**src/rtl/instruction_fetch.sv**
```systemverilog
// RV32I fetch stage: PC generation, IF/ID pipeline register with valid/ready
// handshake, redirect handling, halt and sticky fetch-fault states.
module instruction_fetch #(
  parameter logic [31:0] RESET_PC   = 32'h0000_0000,
  parameter int unsigned IMEM_DEPTH = 256,
  parameter logic [31:0] NOP_INSTR  = 32'h0000_0013
) (
  input  logic        clk,
  input  logic        rst,
  output logic [31:0] imem_addr,
  input  logic [31:0] imem_instr,
  output logic        id_valid,
  input  logic        id_ready,
  output logic [31:0] id_instr,
  output logic [31:0] id_pc,
  input  logic        redirect_valid,
  input  logic [31:0] redirect_pc,
  input  logic        halt_req,
  output logic        halted,
  output logic        fetch_fault,
  output logic [31:0] fault_pc
);

  localparam logic [1:0] ST_RUN   = 2'd0;
  localparam logic [1:0] ST_HALT  = 2'd1;
  localparam logic [1:0] ST_FAULT = 2'd2;

  // 33-bit limit so IMEM_DEPTH*4 == 2^32 cannot overflow the compare
  localparam logic [32:0] PC_LIMIT = 33'(IMEM_DEPTH) * 33'd4;

  logic [1:0]  state_q, state_d;
  logic [31:0] pc_q, pc_d;
  logic        id_valid_q, id_valid_d;
  logic [31:0] id_instr_q, id_instr_d;
  logic [31:0] id_pc_q, id_pc_d;
  logic [31:0] fault_pc_q, fault_pc_d;

  logic in_range;
  logic load;
  logic consume;

  assign in_range = ({1'b0, pc_q} < PC_LIMIT);
  assign consume  = id_valid_q && id_ready;
  assign load     = (state_q == ST_RUN) && (!id_valid_q || id_ready) && !redirect_valid
                    && !halt_req && in_range;

  always_comb begin
    state_d    = state_q;
    pc_d       = pc_q;
    id_valid_d = id_valid_q;
    id_instr_d = id_instr_q;
    id_pc_d    = id_pc_q;
    fault_pc_d = fault_pc_q;

    if (redirect_valid && (state_q != ST_FAULT)) begin
      // Flush wins over a same-cycle consume: the in-flight word is dropped.
      id_valid_d = 1'b0;
      id_instr_d = NOP_INSTR;
      if (redirect_pc[1:0] == 2'b00) begin
        pc_d    = redirect_pc;
        state_d = ST_RUN;
      end else begin
        state_d    = ST_FAULT;
        fault_pc_d = redirect_pc;
      end
    end else begin
      if (state_q == ST_RUN) begin
        if (halt_req) begin
          state_d = ST_HALT;
        end else if (!in_range) begin
          state_d    = ST_FAULT;
          fault_pc_d = pc_q;
        end
      end

      // The IF/ID register keeps draining in HALT and FAULT.
      if (load) begin
        id_instr_d = imem_instr;
        id_pc_d    = pc_q;
        id_valid_d = 1'b1;
        pc_d       = pc_q + 32'd4;
      end else if (consume) begin
        id_valid_d = 1'b0;
        id_instr_d = NOP_INSTR;
      end
    end
  end

  always_ff @(posedge clk or posedge rst) begin
    if (rst) begin
      state_q    <= ST_RUN;
      pc_q       <= RESET_PC;
      id_valid_q <= 1'b0;
      id_instr_q <= NOP_INSTR;
      id_pc_q    <= 32'd0;
      fault_pc_q <= 32'd0;
    end else begin
      state_q    <= state_d;
      pc_q       <= pc_d;
      id_valid_q <= id_valid_d;
      id_instr_q <= id_instr_d;
      id_pc_q    <= id_pc_d;
      fault_pc_q <= fault_pc_d;
    end
  end

  assign imem_addr   = pc_q;
  assign id_valid    = id_valid_q;
  assign id_instr    = id_instr_q;
  assign id_pc       = id_pc_q;
  assign halted      = (state_q == ST_HALT);
  assign fetch_fault = (state_q == ST_FAULT);
  assign fault_pc    = fault_pc_q;

endmodule

```
**config.mk**
```make
export PLATFORM = sky130hd
export DESIGN_NAME = instruction_fetch
export DESIGN_NICKNAME = d
export VERILOG_FILES = /design/src/rtl/instruction_fetch.sv
export SDC_FILE = /design/constraint.sdc
export NUM_CORES = 1
export LEC_CHECK = 0
export CAP_MARGIN = 20
export CORE_AREA = 2 2 115 117
export DETAILED_ROUTE_END_ITERATION = 7
export DIE_AREA = 0 0 117 119
export PLACE_DENSITY = 0.88
export SYNTH_ARGS = -nofsm -noshare
export SYNTH_HDL_FRONTEND = slang
export SYNTH_SLANG_ARGS = --single-unit
```
**constraint.sdc**
```tcl
create_clock -name clk -period 6.95 [get_ports clk]
set_input_delay 1.39 -clock clk [delete_from_list [all_inputs] [get_ports clk]]
set_output_delay 1.39 -clock clk [all_outputs]
set_load 0.05 [all_outputs]
```
==> out/summary.md, run 1 <==
• 0 — initial antenna violation count
• 0.169 — share of layout cells above drive strength 1
• reg2reg — type of the worst min-delay path
• 0 — setup fix buffers added after clock tree synthesis
• sky130_fd_sc_hd__dfrtp_1 — predominant post-synthesis flop cell
• 534 — syn_nets
• 0 — Diodes inserted
• 0 — Synthesis Warnings
• 4 — CTS HTree Levels
• 0 ps — final-layout setup total negative slack
• 0.599 — portion of the clock cycle consumed by the worst path in the final layout
• 2 — largest buffer count on any clock path
• 49.6% — area overhead of the layout relative to synthesis
• 199 — total of buffers placed on input and output ports
• false — unrepaired setup endpoints after global routing
• 0 — post-cts repair resize count
• 240 MHz — peak clock frequency supported by timing
• 3.66 nW — Static Leak
• 52 — Cell variety after synth
• clkdlybuf4s50_1, inv_1, nor3_2, a21oi_2, o311ai_0 — ordered cell list for the critical path
• 0.856 — RePlAce Congestion
• 7250 ps — Critical Path RT
• sky130_fd_sc_hd__dfrtp_1 — leading area contributor after synthesis
• 11300 um — HPWL after detailed placement
• flip-flop — sort of element at the end of the critical path
• id_instr[0] — launch point of the worst hold path
• 42 — site row count
• 971 — count of fill cells added during filler insertion
• 1.00 — share of flip-flops with an asynchronous set or reset
• 200 — I/O pin count
• 16300 um — detailed-route wire length
• 0.00352 W — total power after layout
• 0.237 — total track usage
• 0 — DRC violations left
• built — clock tree from TritonCTS
• 117 um — die extent in x
• 0 — final number of setup-violating endpoints
• primary input — kind of start point of the critical path
• 0 — sum of overflow across all layers after global routing
• 0.0129 sq mm — Core Box Area
• 119 um — overall die height
• 0 — number of routed nets with antenna violations
• 0.219 mV — maximum vdd ir drop
• 1080 ps — slowest cell delay on critical path
• completed — status
• 23 — maximum fanout count along the critical path
• 0.575 — share of the yosys chip area belonging to registers
• 17 — Inserted Clock Buffers
• 386 — number of violations reported at the end of detailed-routing iteration 0
• 0 — Max-cap violations
• 1020 ps — actual slew at the worst max-slew pin
• 730 — Nets
• 131 — Sinks on Clock Net
• 12.3 sq um — Avg Synthesized Cell Area
• 464 — post-synthesis instance total
• 5 — number of optimization iterations in the first detailed-route pass
• redirect_valid — source of the critical timing path
• 849 — Finished Layout Cells
• 0.0139 sq mm — die area
• 5.51 — Avg Vias per Cell
• 0.00571 sq mm — netlist area before placement
• 0 — Hold-fix buffers, CTS
• in2reg — critical path class
• 4.87 ps — Clock Skews
• 19.2 um — average detailed-routed wire length per instance
• 4675 — via count
• 0.443 — starting utilization of the core area
• 131 — number of synthesized register bits
• 77 — maximum number of pins on one net before global-route repair
• imem_addr[23] — launching point of the worst reg2reg path
• 0.561 — fraction of synthesized cell area taken by the top area cell type
• sky130_fd_sc_hd__clkbuf_16 — root buffer cell
• 817 — Inst Count DP
• 25400 um — wire length of the first global-routing pass
• 413 mW/mm^2 — power per cell area
• 0 — Final Max Slew Viols
• 410 ps — later-pin clock latency in the skew report
• 4160 ps — shortest clock period the worst path allows after layout
• 4460 ps — arrival time at the worst endpoint
• 0 — number of synthesized flops with an enable pin
• 0 — Final Hold Vio Count
• 60 ps — clock edge transition at the registers on the reported setup and hold paths
• sky130_fd_sc_hd__dfrtp_1 (56%), sky130_fd_sc_hd__mux2_2 (12%), sky130_fd_sc_hd__a22o_1 (4.5%), sky130_fd_sc_hd__and2_1 (2.7%), sky130_fd_sc_hd__mux2i_1 (1.9%) — main area contributors after synthesis
• 4748 — vias in the first global route
• sky130_fd_sc_hd__clkdlybuf4s50_1 — Worst path slowest cell
• 0.315 — worst-case headroom to the max-slew limit
==> synth_stat cells, types with 2 or more instances <==
cell type and number:
sky130_fd_sc_hd__dfrtp_1 128, sky130_fd_sc_hd__mux2_2 59, sky130_fd_sc_hd__a22o_1 29, sky130_fd_sc_hd__and2_1 25, sky130_fd_sc_hd__a21oi_1 20, sky130_fd_sc_hd__inv_1 19, sky130_fd_sc_hd__buf_2 16, sky130_fd_sc_hd__and3_1 15
sky130_fd_sc_hd__nand2_1 12, sky130_fd_sc_hd__o21ai_0 12, sky130_fd_sc_hd__clkbuf_1 11, sky130_fd_sc_hd__mux2i_1 11, sky130_fd_sc_hd__nand3_1 10, sky130_fd_sc_hd__nor2_1 9, sky130_fd_sc_hd__nor4_1 9, sky130_fd_sc_hd__o22ai_1 7
sky130_fd_sc_hd__o211ai_1 6, sky130_fd_sc_hd__a211oi_1 4, sky130_fd_sc_hd__a31oi_1 4, sky130_fd_sc_hd__nor3_1 4, sky130_fd_sc_hd__or3_1 4, sky130_fd_sc_hd__a2bb2oi_1 3, sky130_fd_sc_hd__and4_1 3, sky130_fd_sc_hd__dfstp_2 3
sky130_fd_sc_hd__nand2b_1 3, sky130_fd_sc_hd__o221ai_1 3, sky130_fd_sc_hd__o22a_1 3, sky130_fd_sc_hd__a21oi_2 2, sky130_fd_sc_hd__mux2_1 2, sky130_fd_sc_hd__nand4_1 2, sky130_fd_sc_hd__nand4_2 2, sky130_fd_sc_hd__nor2_2 2
sky130_fd_sc_hd__o31ai_1 2, sky130_fd_sc_hd__or2_2 2
==> per-stage QoR <==
| stage | util | hold slack (ps) | instance area, sq um | worst slack (ps) |
|---|---|---|---|---|
| global placement | 0.609 | 452 | 7840 | 2470 |
| global route | 0.663 | 476 | 8540 | 2560 |
| floorplan | - | 530 | 5710 | 2070 |
| CTS | 0.663 | 464 | 8540 | 2870 |
| finish | 0.663 | 460 | 8540 | 2790 |
| detailed placement | 0.612 | 455 | 7880 | 2440 |
==> cell usage in the layout, fill, tap and decap left out, types with 3 or more instances in the layout <==
| cell type | netlist | routed |
|---|---|---|
| sky130_fd_sc_hd__a31oi_1 | 4 | 3 |
| sky130_fd_sc_hd__bufinv_16 | 0 | 5 |
| sky130_fd_sc_hd__inv_1 | 19 | 18 |
| sky130_fd_sc_hd__o22ai_1 | 7 | 7 |
| sky130_fd_sc_hd__o22a_1 | 3 | 3 |
| sky130_fd_sc_hd__clkinvlp_4 | 0 | 4 |
| sky130_fd_sc_hd__nand2b_1 | 3 | 3 |
| sky130_fd_sc_hd__and2_1 | 25 | 25 |
| sky130_fd_sc_hd__nand2_1 | 12 | 12 |
| sky130_fd_sc_hd__o21ai_0 | 12 | 12 |
| sky130_fd_sc_hd__a211oi_1 | 4 | 4 |
| sky130_fd_sc_hd__a21oi_1 | 20 | 20 |
| sky130_fd_sc_hd__and3_1 | 15 | 15 |
| sky130_fd_sc_hd__a22o_1 | 29 | 29 |
| sky130_fd_sc_hd__dfstp_2 | 3 | 3 |
| sky130_fd_sc_hd__nor3_1 | 4 | 4 |
| sky130_fd_sc_hd__mux2i_1 | 11 | 11 |
| sky130_fd_sc_hd__mux2_2 | 59 | 59 |
| sky130_fd_sc_hd__clkdlybuf4s50_1 | 0 | 199 |
| sky130_fd_sc_hd__nor4_1 | 9 | 9 |
| sky130_fd_sc_hd__and4_1 | 3 | 3 |
| sky130_fd_sc_hd__clkbuf_16 | 0 | 17 |
| sky130_fd_sc_hd__dfrtp_1 | 128 | 128 |
| sky130_fd_sc_hd__o211ai_1 | 6 | 6 |
| sky130_fd_sc_hd__buf_4 | 0 | 4 |
| sky130_fd_sc_hd__nand3_1 | 10 | 10 |
| sky130_fd_sc_hd__nor2_1 | 9 | 9 |
| sky130_fd_sc_hd__a2bb2oi_1 | 3 | 3 |
| sky130_fd_sc_hd__o221ai_1 | 3 | 3 |
| sky130_fd_sc_hd__or3_1 | 4 | 4 |
==> state kept, by name, indices dropped and copies added, names as in the netlist <==
signal and flops:
id_valid 1, fault_pc 32, state_q 2, id_instr 32, id_pc 32, imem_addr 32
==> per-layer routing <==
layer,track usage,wire length [um],vias to the layer above
met3,0.0651,1110,19
li1,-,-,2108
met1,0.303,6780,2365
met5,0,0,-
met4,0.0838,245,0
met2,0.387,8160,183
==> path summary, 6_finish.rpt <==
check	slack (ps)	to	cells after the start
setup / recovery	2790	imem_addr[2]	5
hold / removal	460	id_instr[0]	2
setup reg to reg	4310	imem_addr[31]	4
hold reg to reg	460	id_instr[0]	2
max in group asynchronous	4270	fault_pc[0]	3
min in group asynchronous	1480	id_pc[31]	2
==> where the power goes <==
group          switching (W)  total (W)  internal [W]
Clock               0.000331   0.000987      0.000656
Sequential          0.000159    0.00107      0.000913
Combinational       0.000926    0.00146      0.000538
Total                0.00142    0.00352       0.00211
==> critical path, delay by kind of cell <==
family / cells / cell delay (ps)
and+or+nand+nor: 1 / 930
AOI/OAI and AO/OA: 2 / 610
buffers and inverters: 2 / 1510
==> cells by family after synthesis <==
| kind of cell | after synthesis | synth area share |
|---|---|---|
| flops | 131 | 0.575 |
| simple gates | 107 | 0.111 |
| compound gates | 106 | 0.137 |
| mux | 72 | 0.140 |
| buf+inv | 47 | 0.0357 |
| fa+ha+maj | 1 | 0.00219 |
==> final cells by class <==
cell class / instances / area, sq um / area share
well taps: 176 / 220 / 0.0258
clock buffers: 20 / 457 / 0.0535
repair buffers: 205 / 2060 / 0.242
clock inverters: 12 / 203 / 0.0237
flip-flops and latches: 131 / 3280 / 0.384
multi-input cells: 286 / 2230 / 0.262
inverters: 19 / 76.3 / 0.00894
No activity file was read; power rests on OpenSTA's default activity.
==> inputs of run 2 (changes only) <==
--- a/config.mk
+++ b/config.mk
@@ -6,10 +6,10 @@
 export NUM_CORES = 1
 export LEC_CHECK = 0
 export CAP_MARGIN = 20
-export CORE_AREA = 2 2 115 117
+export CORE_AREA = 2 2 116 118
 export DETAILED_ROUTE_END_ITERATION = 7
-export DIE_AREA = 0 0 117 119
-export PLACE_DENSITY = 0.88
+export DIE_AREA = 0 0 118 120
+export PLACE_DENSITY = 0.87
 export SYNTH_ARGS = -nofsm -noshare
 export SYNTH_HDL_FRONTEND = slang
 export SYNTH_SLANG_ARGS = --single-unit
==> constraint.sdc (replaced) <==
create_clock -name clk -period 4.29 [get_ports clk]
set_input_delay 0.858 -clock clk [delete_from_list [all_inputs] [get_ports clk]]
set_output_delay 0.858 -clock clk [all_outputs]
set_load 0.05 [all_outputs]
==> run 2 against run 1 <==
  * Count of clock-buffer cells in the layout shrank 2
  * Largest cell class unchanged
  * Critical path type unchanged
  * Critical path depth grew 2
  * Worst setup slack lost 1600 ps
==> out/summary.md, run 2 (synthesized netlist as in run 1, its figures left out) <==
• 0 — setup fix buffers added after clock tree synthesis, unchanged
• 4 — CTS HTree Levels, unchanged
• 48.9% — area overhead of the layout relative to synthesis
• 410 ps — later-pin clock latency in the skew report, about the same
• sky130_fd_sc_hd__a21oi_4 — Worst path slowest cell
• 822 — Inst Count DP, +0.61%
• 199 — total of buffers placed on input and output ports, unchanged
• reg2reg — type of the worst min-delay path
• primary input — kind of start point of the critical path
• 0 — Max-cap violations, unchanged
• 2 — largest buffer count on any clock path, unchanged
• 0 — sum of overflow across all layers after global routing, unchanged
• sky130_fd_sc_hd__clkdlybuf4s50_1 (199), sky130_fd_sc_hd__dfrtp_1 (128), sky130_fd_sc_hd__mux2_2 (59) — commonest non-fill, non-tap cells in the layout
• 24 — maximum fanout count along the critical path, +4.3%
• 0.0708 — met3 track utilization from global routing, +0.00568
• 18.8 um — average detailed-routed wire length per instance, -1.8%
• 0 — Diodes inserted, unchanged
• 42 — site row count, unchanged
• 6 — number of optimization iterations in the first detailed-route pass, +1
• flip-flop — sort of element at the end of the critical path
• 0 — final number of setup-violating endpoints, unchanged
• 647 mW/mm^2 — power per cell area, +57%
• 60 ps — clock edge transition at the registers on the reported setup and hold paths, about the same
• 0 — initial antenna violation count, unchanged
• in2reg — critical path class
• 0.440 — starting utilization of the core area, -0.00359
• imem_addr[31] — destination of the worst register-to-register timing path
• id_instr[1] — launch point of the worst hold path
• 62 — maximum number of pins on one net before global-route repair, -19%
• 860 ps — actual slew at the worst max-slew pin, -161 ps
• 200 — I/O pin count, unchanged
• 0.852 — RePlAce Congestion, -0.46%
• built — clock tree from TritonCTS
• 736 — Nets, +0.82%
• 0.734 — portion of the clock cycle consumed by the worst path in the final layout
• 973 — count of fill cells added during filler insertion, +0.21%
• 0 — number of routed nets with antenna violations, unchanged
• clkdlybuf4s50_1, buf_4, nor4_1, a31oi_1, a21oi_4, buf_4, mux2i_1 — ordered cell list for the critical path
• 25700 um — wire length of the first global-routing pass, +1.2%
• 4763 — via count, +1.9%
• 0 ps — final-layout setup total negative slack, unchanged
• 0.230 — total track usage, -0.00712
• 120 um — overall die height, +0.84%
• 0.0142 sq mm — die area, +1.7%
• 0.00550 W — total power after layout, +56%
• 0.290 — routing usage on met1, -0.0133
• 3.65 nW — Static Leak, about the same
• 4 — cell count of the worst reg-to-reg path, unchanged
• met2 — most crowded layer after global routing
• sky130_fd_sc_hd__buf_4 — Crit path top cell by count
• 3480 ps — arrival time at the worst endpoint, -980 ps
• id_instr[1] — endpoint with the worst hold slack
• 0.0130 sq mm — Core Box Area, +0.82%
• 5.57 — Avg Vias per Cell, +1.2%
• imem_addr[25] — launching point of the worst reg2reg path
• sky130_fd_sc_hd__clkdlybuf4s50_1 — most common cell after layout, fill and taps aside
• 0 — Final Max Slew Viols, unchanged
• 0 — Final Hold Vio Count, unchanged
• 317 MHz — peak clock frequency supported by timing
• 0.425 — worst-case headroom to the max-slew limit, +0.110
• 0.381 — met2 capacity usage during global routing, -0.00575
• 0 — Hold-fix buffers, CTS, unchanged
• 690 ps — slowest cell delay on critical path, -390 ps
• 16100 um — detailed-route wire length, -1.1%
• 2 — WHS Path Cells, unchanged
• 0 — post-cts repair resize count, unchanged
• 3150 ps — shortest clock period the worst path allows after layout
• 1810 ps — reg2reg setup slack, -2500 ps
• buffers and inverters — family with the most delay on the worst path
• 3 — Crit path buffers/inverters, +1
• 118 um — die extent in x, +0.85%
• 11400 um — HPWL after detailed placement, +1.2%
• completed — status
• 131 — Sinks on Clock Net, unchanged
• 0.438 mV — maximum vdd ir drop, +100%
• 0.178 — share of layout cells above drive strength 1, +0.00881
• 4874 — vias in the first global route, +2.7%
• 855 — Finished Layout Cells, +0.71%
• 4620 ps — Critical Path RT, -2630 ps
• 17 — Inserted Clock Buffers, unchanged
• sky130_fd_sc_hd__clkbuf_16 — root buffer cell
• false — unrepaired setup endpoints after global routing
• 442 — number of violations reported at the end of detailed-routing iteration 0, +15%
• 0 — DRC violations left, unchanged
• 6.84 ps — Clock Skews, +1.96 ps
run 2: cell types whose count changed in the layout (fill, tap and decap cells not counted), sizes merged:
cell	before	now
clkbuf	20	18
inv	20	18
buf	6	12
bufinv	5	2
clkinv	2	9
run 2: layer usage:
metal / up-vias / wire, um
li1: 2131 / -
met1: 2345 / 6730
met2: 246 / 7870
met3: 41 / 1200
met4: 0 / 320
met5: - / 0
run 2: worst max-delay path by stage:
stage	slack (ps)	to	cells past startpoint	startpoint
3_5_place_dp	710	fault_pc[18]	7	redirect_valid
4_1_cts	1140	fault_pc[18]	7	redirect_valid
6_report	1140	fault_pc[29]	7	redirect_valid
2_1_floorplan	1810	fault_pc[0]	1	rst
5_1_grt	950	fault_pc[18]	7	redirect_valid
3_3_place_gp	820	fault_pc[27]	7	redirect_valid
run 2: layout make-up:
cell class / instances / area, sq um / share of cell area
tap: 176 / 220 / 0.0259
multi-input combinational: 286 / 2230 / 0.263
clock inverter: 14 / 139 / 0.0163
timing repair buffer: 211 / 2110 / 0.248
sequential: 131 / 3280 / 0.386
inverter: 19 / 75.1 / 0.00884
clock buffer: 18 / 439 / 0.0517
run 2: stage by stage:
step / worst slack [ps] / hold slack (ps) / util / cell area (sq um)
after floorplan: 1810 / 530 / - / 5710
after global placement: 818 / 452 / 0.609 / 7900
after detailed placement: 708 / 464 / 0.609 / 7900
after CTS: 1140 / 472 / 0.653 / 8480
after global routing: 949 / 488 / 0.655 / 8500
final: 1140 / 466 / 0.655 / 8500
run 2: tightest hold or removal path: stages (launching register included):
cell and delay (ps):
sky130_fd_sc_hd__dfstp_2 370, sky130_fd_sc_hd__inv_1 40, sky130_fd_sc_hd__a2bb2oi_1 50
run 2: power breakdown:
group	internal (W)	switching, W
Combinational	0.000872	0.00150
Sequential	0.00148	0.000251
Clock	0.000864	0.000526
Total	0.00322	0.00228
